$ cat config.mk
export PLATFORM = sky130hd
export DESIGN_NAME = alu_exec_stage
export DESIGN_NICKNAME = d
export VERILOG_FILES = /design/src/rtl/alu_exec_stage.sv
export SDC_FILE = /design/constraint.sdc
export NUM_CORES = 1
export LEC_CHECK = 0
export BUFFER_PORTS_ARGS = -buffer_cell sky130_fd_sc_hd__buf_2
export CAP_MARGIN = 0
export CORE_MARGIN = 3
export CORE_UTILIZATION = 57
export CTS_CLUSTER_DIAMETER = 30
export DETAILED_ROUTE_END_ITERATION = 6
export GPL_TIMING_DRIVEN = 1
export HOLD_SLACK_MARGIN = 0.03
export PLACE_DENSITY = 0.95
export SYNTH_ARGS = -nofsm -noshare
export SYNTH_HDL_FRONTEND = slang
export SYNTH_SLANG_ARGS = --single-unit
$ cat constraint.sdc
create_clock -name clk -period 8 [get_ports clk]
set_input_delay 1.2 -clock clk [delete_from_list [all_inputs] [get_ports clk]]
set_output_delay 1.2 -clock clk [all_outputs]
set_load 0.01 [all_outputs]
$ cat src/rtl/alu_exec_stage.sv
// Execute slice of the 16-bit multicycle datapath: operand registers A/B, source muxes, ALU, ALUOut.
// Optional macro ALU_FLAGS_EN adds combinational Neg and Carry flag outputs.
module alu_exec_stage #(
  parameter int WIDTH = 16,
  parameter int PCW   = 12
) (
  input  logic             clk,
  input  logic             reset,
  input  logic [WIDTH-1:0] RD1,
  input  logic [WIDTH-1:0] RD2,
  input  logic             AWrite,
  input  logic             BWrite,
  input  logic [PCW-1:0]   PC,
  input  logic [PCW-1:0]   OldPC,
  input  logic [WIDTH-1:0] ImmExt,
  input  logic [1:0]       ALUSrcA,
  input  logic [1:0]       ALUSrcB,
  input  logic [2:0]       ALUControl,
  output logic [WIDTH-1:0] A,
  output logic [WIDTH-1:0] B,
  output logic [WIDTH-1:0] ALUResult,
  output logic [WIDTH-1:0] ALUOut,
  output logic             Zero
`ifdef ALU_FLAGS_EN
  ,
  output logic             Neg,
  output logic             Carry
`endif
);

  typedef enum logic [2:0] {
    OP_ADD   = 3'b000,
    OP_SUB   = 3'b001,
    OP_AND   = 3'b010,
    OP_OR    = 3'b011,
    OP_NOT   = 3'b100,
    OP_PASSB = 3'b101,
    OP_XOR   = 3'b110,
    OP_PASSA = 3'b111
  } alu_op_t;

  logic [WIDTH-1:0] src_a;
  logic [WIDTH-1:0] src_b;
  alu_op_t          op;

  assign op = alu_op_t'(ALUControl);

  // NOTE: sequential state uses non-blocking assignments so every register samples pre-edge values.
  always_ff @(posedge clk or negedge reset) begin
    if (!reset) begin
      A      <= '0;
      B      <= '0;
      ALUOut <= '0;
    end else begin
      if (AWrite) A <= RD1;
      if (BWrite) B <= RD2;
      ALUOut <= ALUResult;
    end
  end

  // NOTE: every always_comb output gets a default first so no path can infer a latch.
  always_comb begin
    src_a = '0;
    case (ALUSrcA)
      2'b00:   src_a = {{(WIDTH-PCW){1'b0}}, PC};
      2'b01:   src_a = {{(WIDTH-PCW){1'b0}}, OldPC};
      2'b10:   src_a = A;
      default: src_a = '0;
    endcase
  end

  always_comb begin
    src_b = '0;
    case (ALUSrcB)
      2'b00:   src_b = B;
      2'b01:   src_b = WIDTH'(1);
      2'b10:   src_b = ImmExt;
      default: src_b = '0;
    endcase
  end

  always_comb begin
    ALUResult = '0;
    case (op)
      OP_ADD:   ALUResult = src_a + src_b;
      OP_SUB:   ALUResult = src_a - src_b;
      OP_AND:   ALUResult = src_a & src_b;
      OP_OR:    ALUResult = src_a | src_b;
      OP_NOT:   ALUResult = ~src_b;
      OP_PASSB: ALUResult = src_b;
      OP_XOR:   ALUResult = src_a ^ src_b;
      OP_PASSA: ALUResult = src_a;
      default:  ALUResult = '0;
    endcase
  end

  assign Zero = (ALUResult == '0);

`ifdef ALU_FLAGS_EN
  logic [WIDTH:0] add_wide;
  logic [WIDTH:0] sub_wide;

  // Subtraction as A + ~B + 1, so the top bit is the inverted borrow.
  assign add_wide = {1'b0, src_a} + {1'b0, src_b};
  assign sub_wide = {1'b0, src_a} + {1'b0, ~src_b} + (WIDTH+1)'(1);

  assign Neg = ALUResult[WIDTH-1];

  always_comb begin
    Carry = 1'b0;
    case (op)
      OP_ADD:  Carry = add_wide[WIDTH];
      OP_SUB:  Carry = sub_wide[WIDTH];
      default: Carry = 1'b0;
    endcase
  end
`endif

endmodule

---- Yosys cells after proc, flatten, opt, wreduce, memory -nomap -nowiden ----
Cells that the tools add are included.
word-level totals
  register bits ........................... 48
  input port bits ......................... 83
  logic and storage cells ................. 27
operators by class
  add/subtract/negate cells ............... 2
  equality and inequality tests ........... 11
  multiplexer cells ....................... 3
  bitwise logic cells ..................... 4
  reductions and logical operators ........ 4
operator list
  operator            count
  $pmux 16 s8         1
  $pmux 16 s3         2
  $add 16x16->16      1
  $and 16x16->16      1
  $logic_not 16->1    1
  $not 16->16         1
  $or 16x16->16       1
  $sub 16x16->16      1
  $xor 16x16->16      1
  $eq 3x3->1 const B  4
  $eq 3x2->1 const B  2
  $eq 2x1->1 const B  2
  $eq 2x2->1 const B  2
  $logic_not 2->1     2
  $eq 3x1->1 const B  1
  $logic_not 3->1     1

---- Depth between registers and ports, before layout ----
Gate-level depths: netlist of the first run.
  word-level depth ........................ 5
  gate-level depth with buffers ........... 19
  mapped depth without buffers ............ 16

---- Worst setup path before layout of the first run ----
No wires, ideal clock.
  kind .................................... input port to output port
  start point ............................. input ALUControl[0]
  end point ............................... output Zero
  data arrival time ....................... 4.760 ns
  path slack .............................. 2.040 ns
  stages on the path ...................... 16
  path buffers ............................ 3
  cells stage by stage .................... buf_6 > clkinv_1 > buf_2 > buf_2 > nor2_1 > a31oi_1 > xnor2_1 > ha_1 > a211o_1 > a211oi_2 > o21ai_1 > a21oi_1 > mux2i_1 > a221oi_1 > or4b_1 > nor4_2
between the ends
  longest elaborated chain between the ends .. 3
ends and longest elaborated chain
  element                                   RTL line  text
  from (decl)                               18        input logic [2:0] ALUControl,
  $eq 3x3->1, or another cell as far along  84        case (op)
  $pmux 16 s8 (*)                           84
  net ALUResult[12]                         21        output logic [WIDTH-1:0] ALUResult,
  $logic_not 16->1 (*)                      97        assign Zero = (ALUResult == '0);
  to (decl)                                 23        output logic Zero
Mark *: on every way through the listed nets, which the timed path passes. The rest lies on a longest branch.

---- Final worst setup path of the first run ----
  start point ............................. input ALUControl[1]
  end point ............................... output Zero
between the ends
  longest elaborated chain between the ends .. 3
ends and longest elaborated chain
  element                                   RTL line
  $eq 3x3->1, or another cell as far along  84
  $pmux 16 s8 (*)                           84
  $logic_not 16->1 (*)                      97
Mark *: on every way between the ends. The rest lies on a longest branch, timed or not.

==> results.py, run 1 <==
metrics = {
    "outcome": {
        "status": "finished clean",
    },
    "synthesis": {
        "synth_ff_type": "dfrtp_1",
        "ys_seq_elements": 48,
        "mappedNetlistNets": 683,
        "ys_async_sr_fraction": 1.00,
        "ys_types": 79,
        "synth_top_cell_area_share": 0.248,
        "synth_commonest_cells": "dfrtp_1 (48), nor2_1 (48), ha_1 (45)",
        "syn_inst": 554,
        "avgSynthCellArea_um2": 8.75,
        "syn-cell-area_um2": 4850,
        "ys_warn_count": 0,
        "synth_area_leaders": "dfrtp_1 (25%), ha_1 (12%), mux2_2 (7.7%)",
        "synth_edf_count": 0,
        "synth_top_area_cell": "dfrtp_1",
        "synth-seq-area-share": 0.248,
    },
    "timing": {
        "slew_headroom": 0.267,
        "finalCritPeriodShare": 0.864,
        "max_freq_ghz": 0.145,
        "grt_setup_unrepaired": "false",
        "worst_clock_skew_ps": 24.8,
        "worstMarginPinSlew_ps": 1100,
        "setup_viol": 0,
        "finalSetupTns_ps": 0,
        "maxSlewViolCount": 0,
        "finalCriticalPeriod_ps": 6910,
        "final-hold-violation-count": 0,
    },
    "global_route": {
        "grtUsageMet2": 0.543,
        "top_usage_layer": "met2",
        "grt_use_met1": 0.388,
        "grt_pass1_vias": 5009,
        "grt_pass1_wl_um": 25200,
        "overflow": 0,
        "grtUsageMet3": 0.0814,
        "grt_antenna_before_repair": 0,
        "grt_use_total": 0.323,
        "grt_max_degree": 49,
    },
    "hold_path": {
        "min_path_cells": 1,
        "hold_start": "A[15]$_DFFE_PN0P_",
        "min_path_type": "reg -> reg",
        "min_to": "A[15]$_DFFE_PN0P_",
    },
    "cts": {
        "clkTransAtPathRegs_ps": 100,
        "htree_levels": 2,
        "cts.sinks": 48,
        "clk_path_buf_depth": 2,
        "cts_setup_buffers": 0,
        "cts_root_buf": "clkbuf_8",
        "clk_latency_ps": 320,
        "cts-buffers-inserted": 5,
        "cts_tree": "yes",
        "cts_hold_buf": 0,
        "cts_resized": 0,
    },
    "critical_path": {
        "rr_endpoint": "ALUOut[15]$_DFF_PN0_",
        "crit_required_ps": 6800,
        "r2r-start": "B[3]$_DFFE_PN0P_",
        "cp-start-kind": "input port",
        "crit_fanout": 35,
        "critPathCaptureType": "output pin",
        "ff2ff_setup_slack_ps": 4050,
        "r2r_cells": 14,
        "path_class": "in -> out",
        "arrival_ps": 5710,
    },
    "power": {
        "vdd_drop_max_mv": 0.0856,
        "leakage_nw": 2.75,
        "powerDensity_nw_per_um2": 167,
        "power_w": 0.000943,
    },
    "layout": {
        "ff_latch_area_um2": 1200,
        "fin_util": 0.686,
        "drive_above_1_share": 0.311,
        "nFillCells": 636,
        "num_antenna_cells": 0,
        "multi_input_area_um2": 3270,
        "finalInstanceArea_um2": 5630,
        "area_growth_pct": 16.2,
        "nets": 807,
        "instances_no_fill": 784,
    },
    "die": {
        "io-pin-count": 148,
        "die_w_um": 98.2,
        "start_util": 0.590,
        "fp-row-count": 33,
        "fp.dieArea_um2": 9650,
        "core_um2": 8220,
        "die_h_um": 98.2,
    },
    "placement": {
        "io_buffers": 147,
        "dp.cells": 776,
        "dp_hpwl_um": 12700,
        "placed_area_um2": 5510,
        "gp_congestion": 1.01,
    },
    "route": {
        "wl_per_cell_um": 20.5,
        "ant_nets": 0,
        "dr.pass1.iters": 5,
        "drt_iter0_drc": 626,
        "wl_um": 16000,
        "route.detailed.drc": 0,
        "avgViaCountPerCell": 6.39,
        "via_count": 5007,
    },
    "run": {
        "maxCapViolCount": 0,
    },
}
-- flip-flops by register name (all words and copies together), names as in the netlist --
register,cells
B,16
ALUOut,16
A,16
-- layout make-up --
cell class / instances / share of cell area
clock inverter: 2 / 0.00688
tap: 105 / 0.0233
sequential: 48 / 0.213
multi-input combinational: 433 / 0.580
inverter: 40 / 0.0271
timing repair buffer: 150 / 0.135
clock buffer: 6 / 0.0147
-- per-layer routing --
| layer | part of all wire | vias up | wire length (µm) |
|---|---|---|---|
| met5 | 0 | - | 0 |
| met4 | 0.050 | 0 | 810 |
| met3 | 0.11 | 83 | 1810 |
| met2 | 0.46 | 353 | 7460 |
| met1 | 0.37 | 2327 | 5970 |
| li1 | - | 2244 | - |
-- through the flow --
stage / hold WS, ps / setup WS [ps]
2_1_floorplan: 565 / 2040
3_3_place_gp: 512 / 1340
3_5_place_dp: 519 / 1210
4_1_cts: 543 / 1210
5_1_grt: 555 / 724
6_report: 541 / 1090
-- logic make-up (layout without fill, tap and decap cells) --
group	after synthesis	count (layout)	synth area share
buffers and inverters	73	198	0.0777
AOI/OAI and AO/OA	136	136	0.193
DFF	48	48	0.248
muxes	65	65	0.149
xor gates and xnor gates	29	29	0.0524
adders and majority gates	46	46	0.120
and+or+nand+nor	157	157	0.160
-- worst max-delay path by stage --
stage | start | endpoint | cells after the start
2_1_floorplan | ALUControl[0] | Zero | 16
3_3_place_gp | ALUSrcB[1] | Zero | 18
3_5_place_dp | ALUControl[1] | Zero | 15
4_1_cts | ALUControl[1] | Zero | 15
5_1_grt | ALUControl[1] | Zero | 15
6_report | ALUControl[1] | Zero | 15
-- report_power, final --
group / switching (W) / internal (W)
clock: 0.0000958 / 0.000103
combinational: 0.000267 / 0.000184
sequential: 0.0000195 / 0.000274
total: 0.000382 / 0.000561
-- cell usage in the layout (no fill, tap or decap), drive strengths merged, types with 4 or more instances in the layout --
master     n
buf      150
nor2      50
dfrtp     48
ha        45
nand2     40
inv       38
mux2      33
a21oi     31
mux2i     30
xnor2     26
o21ai     26
a211oi    13
nor3      11
o211ai     8
nor4       8
and3       7
a31oi      7
or2        7
nand2b     6
o221ai     6
clkbuf     6
nor2b      5
a2bb2oi    5
a22oi      5
nand3      5
o22ai      4
a21o       4
and2       4
-- worst max-delay path, cell delays in order --
cell and delay (ps):
buf_2 510, clkinv_1 380, nand2_1 390, nor2_1 200, a21oi_1 190, xor2_1 90, ha_1 490, nand4_1 200
a211oi_1 520, o221ai_1 290, a22oi_1 230, nand2_2 90, or4b_1 540, nor4_2 220, buf_2 170
(Power assumes the default switching activity.)
==> inputs of run 2 (changes only) <==
==> constraint.sdc (replaced) <==
create_clock -name clk -period 8 [get_ports clk]
set_input_delay 1.2 -clock clk [delete_from_list [all_inputs] [get_ports clk]]
set_output_delay 1.2 -clock clk [all_outputs]
set_load 0.005 [all_outputs]
==> results.py, run 2 (synthesized netlist as in run 1, its figures left out) <==
metrics = {
    "die": {
        "fp.dieArea_um2": 9650,
        "die_w_um": 98.2,
        "start_util": 0.590,
        "die_h_um": 98.2,
        "io-pin-count": 148,
        "fp-row-count": 33,
        "core_um2": 8220,
    },
    "critical_path": {
        "crit_required_ps": 6800,
        "arrival_ps": 5740,
        "critPathSlowestCell": "a211oi_1",
        "setup.worst_path.start": "ALUControl[1]",
        "path_cells": "buf_2, clkinv_1, nand2_1, nor2_1, a21oi_1, xor2_1, ha_1, nand4_1, a211oi_1, o221ai_1, a22oi_1, nand2_2, or4b_1, nor4_2, buf_2",
        "critPathCaptureType": "output pin",
        "path_depth": 15,
        "crit_family": "simple AND/OR/NAND/NOR gates",
        "crit_fanout": 35,
        "path_buf_inv": 3,
        "r2r_cells": 14,
        "r2r-start": "B[7]$_DFFE_PN0P_",
        "path_common_cell": "buf_2",
        "critPathMaxStageDelay_ps": 540,
        "cp-start-kind": "input port",
        "path_class": "in -> out",
    },
    "route": {
        "ant_nets": 0,
        "drt_iter0_drc": 625,
        "wl_um": 15500,
        "avgViaCountPerCell": 6.34,
        "via_count": 4968,
        "route.detailed.drc": 0,
        "wl_per_cell_um": 19.7,
        "dr.pass1.iters": 6,
    },
    "timing": {
        "slew_headroom": 0.267,
        "finalCritPeriodShare": 0.868,
        "worstMarginPinSlew_ps": 1100,
        "grt_setup_unrepaired": "false",
        "final-hold-violation-count": 0,
        "max_freq_ghz": 0.144,
        "worst_clock_skew_ps": 21.4,
        "finalSetupTns_ps": 0,
        "maxSlewViolCount": 0,
        "finalCriticalPeriod_ps": 6940,
        "setup_viol": 0,
    },
    "cts": {
        "clk_path_buf_depth": 2,
        "cts.sinks": 48,
        "cts_hold_buf": 0,
        "htree_levels": 2,
        "clk_latency_ps": 330,
        "clkTransAtPathRegs_ps": 110,
        "cts_root_buf": "clkbuf_8",
        "cts-buffers-inserted": 5,
        "cts_tree": "yes",
        "cts_setup_buffers": 0,
        "cts_resized": 0,
    },
    "global_route": {
        "overflow": 0,
        "grt_pass1_wl_um": 24500,
        "grt_use_total": 0.311,
        "grt_max_degree": 49,
        "grt_pass1_vias": 4784,
        "grt_antenna_before_repair": 0,
    },
    "layout": {
        "nets": 807,
        "area_growth_pct": 15.8,
        "fin_util": 0.683,
        "layout_common_cells": "buf_2 (147), dfrtp_1 (48), nor2_1 (48), ha_1 (45), nand2_1 (39)",
        "final_common_cell": "buf_2",
        "nFillCells": 630,
        "reg_top3": "ALUOut x16, A x16, B x16",
        "drive_above_1_share": 0.311,
        "num_antenna_cells": 0,
    },
    "power": {
        "vdd_drop_max_mv": 0.104,
        "power_switching_w": 0.000364,
        "powerDensity_nw_per_um2": 159,
        "leakage_nw": 2.74,
        "switching_share": 0.407,
        "seq_power_share": 0.328,
        "combPwrFrac": 0.479,
        "p_int_w": 0.000529,
        "pwr-share-clk": 0.193,
    },
    "outcome": {
        "status": "finished clean",
    },
    "placement": {
        "io_buffers": 147,
        "gp_congestion": 1.01,
        "dp_hpwl_um": 12300,
    },
    "hold_path": {
        "min_path_type": "reg -> reg",
        "min_path_cells": 1,
        "hold_start": "A[2]$_DFFE_PN0P_",
    },
    "run": {
        "maxCapViolCount": 0,
    },
}
-- run 2: worst paths after layout --
kind	end	slack (ps)
max in group asynchronous	A[2]$_DFFE_PN0P_	6250
hold / removal	A[2]$_DFFE_PN0P_	550
hold reg to reg	A[2]$_DFFE_PN0P_	550
setup reg to reg	ALUOut[15]$_DFF_PN0_	4090
setup / recovery	Zero	1060
min in group asynchronous	ALUOut[1]$_DFF_PN0_	1070
-- run 2: through the flow --
| stage | hold WS, ps | total power [W] | instances | instance area (µm²) | setup WS (ps) |
|---|---|---|---|---|---|
| after floorplan | 521 | 0.000572 | 554 | 4850 | 2160 |
| after global placement | 511 | 0.000694 | 776 | 5510 | 1360 |
| after detailed placement | 522 | 0.000713 | 776 | 5510 | 1190 |
| after CTS | 555 | 0.000881 | 784 | 5610 | 1190 |
| after global routing | 581 | 0.000942 | 784 | 5610 | 766 |
| final | 552 | 0.000893 | 784 | 5610 | 1060 |
-- run 2: worst reg2reg max path, stage by stage (launching register included) --
cell and delay [ps]:
dfrtp_1 420, mux2i_1 200, nor2_1 170, nor4_1 540, and2_1 230, a31oi_1 130, or2_1 250, o41ai_1 350
xnor2_1 120, ha_1 380, and3_1 180, a21oi_1 100, o21ai_0 120, or3_1 340, a31oi_2 280
-- run 2: layout make-up --
type,instances,area (µm²),area share
Timing Repair Buffer,150,758,0.135
Clock buffer,6,82.6,0.0147
Tap cell,105,131,0.0234
Multi-Input combinational cell,433,3270,0.582
Sequential cell,48,1200,0.214
Clock inverter,2,17.5,0.00312
Inverter,40,153,0.0272
-- run 2: per-layer routing --
| layer | part of all wire | wire length [µm] | global-route usage | vias up |
|---|---|---|---|---|
| li1 | - | - | - | 2251 |
| met1 | 0.38 | 5860 | 0.389 | 2300 |
| met2 | 0.47 | 7280 | 0.515 | 355 |
| met3 | 0.11 | 1650 | 0.0764 | 62 |
| met4 | 0.042 | 649 | 0.127 | 0 |
| met5 | 0 | 0 | 0 | - |
-- run 2: power by group through the flow --
stage / clock [W] / sequential [W] / combinational [W]
after floorplan: 0 / 0.000298 / 0.000273
after global placement: 0 / 0.000295 / 0.000400
after detailed placement: 0 / 0.000297 / 0.000416
after CTS: 0.000170 / 0.000292 / 0.000418
after global routing: 0.000180 / 0.000296 / 0.000465
final: 0.000172 / 0.000293 / 0.000428
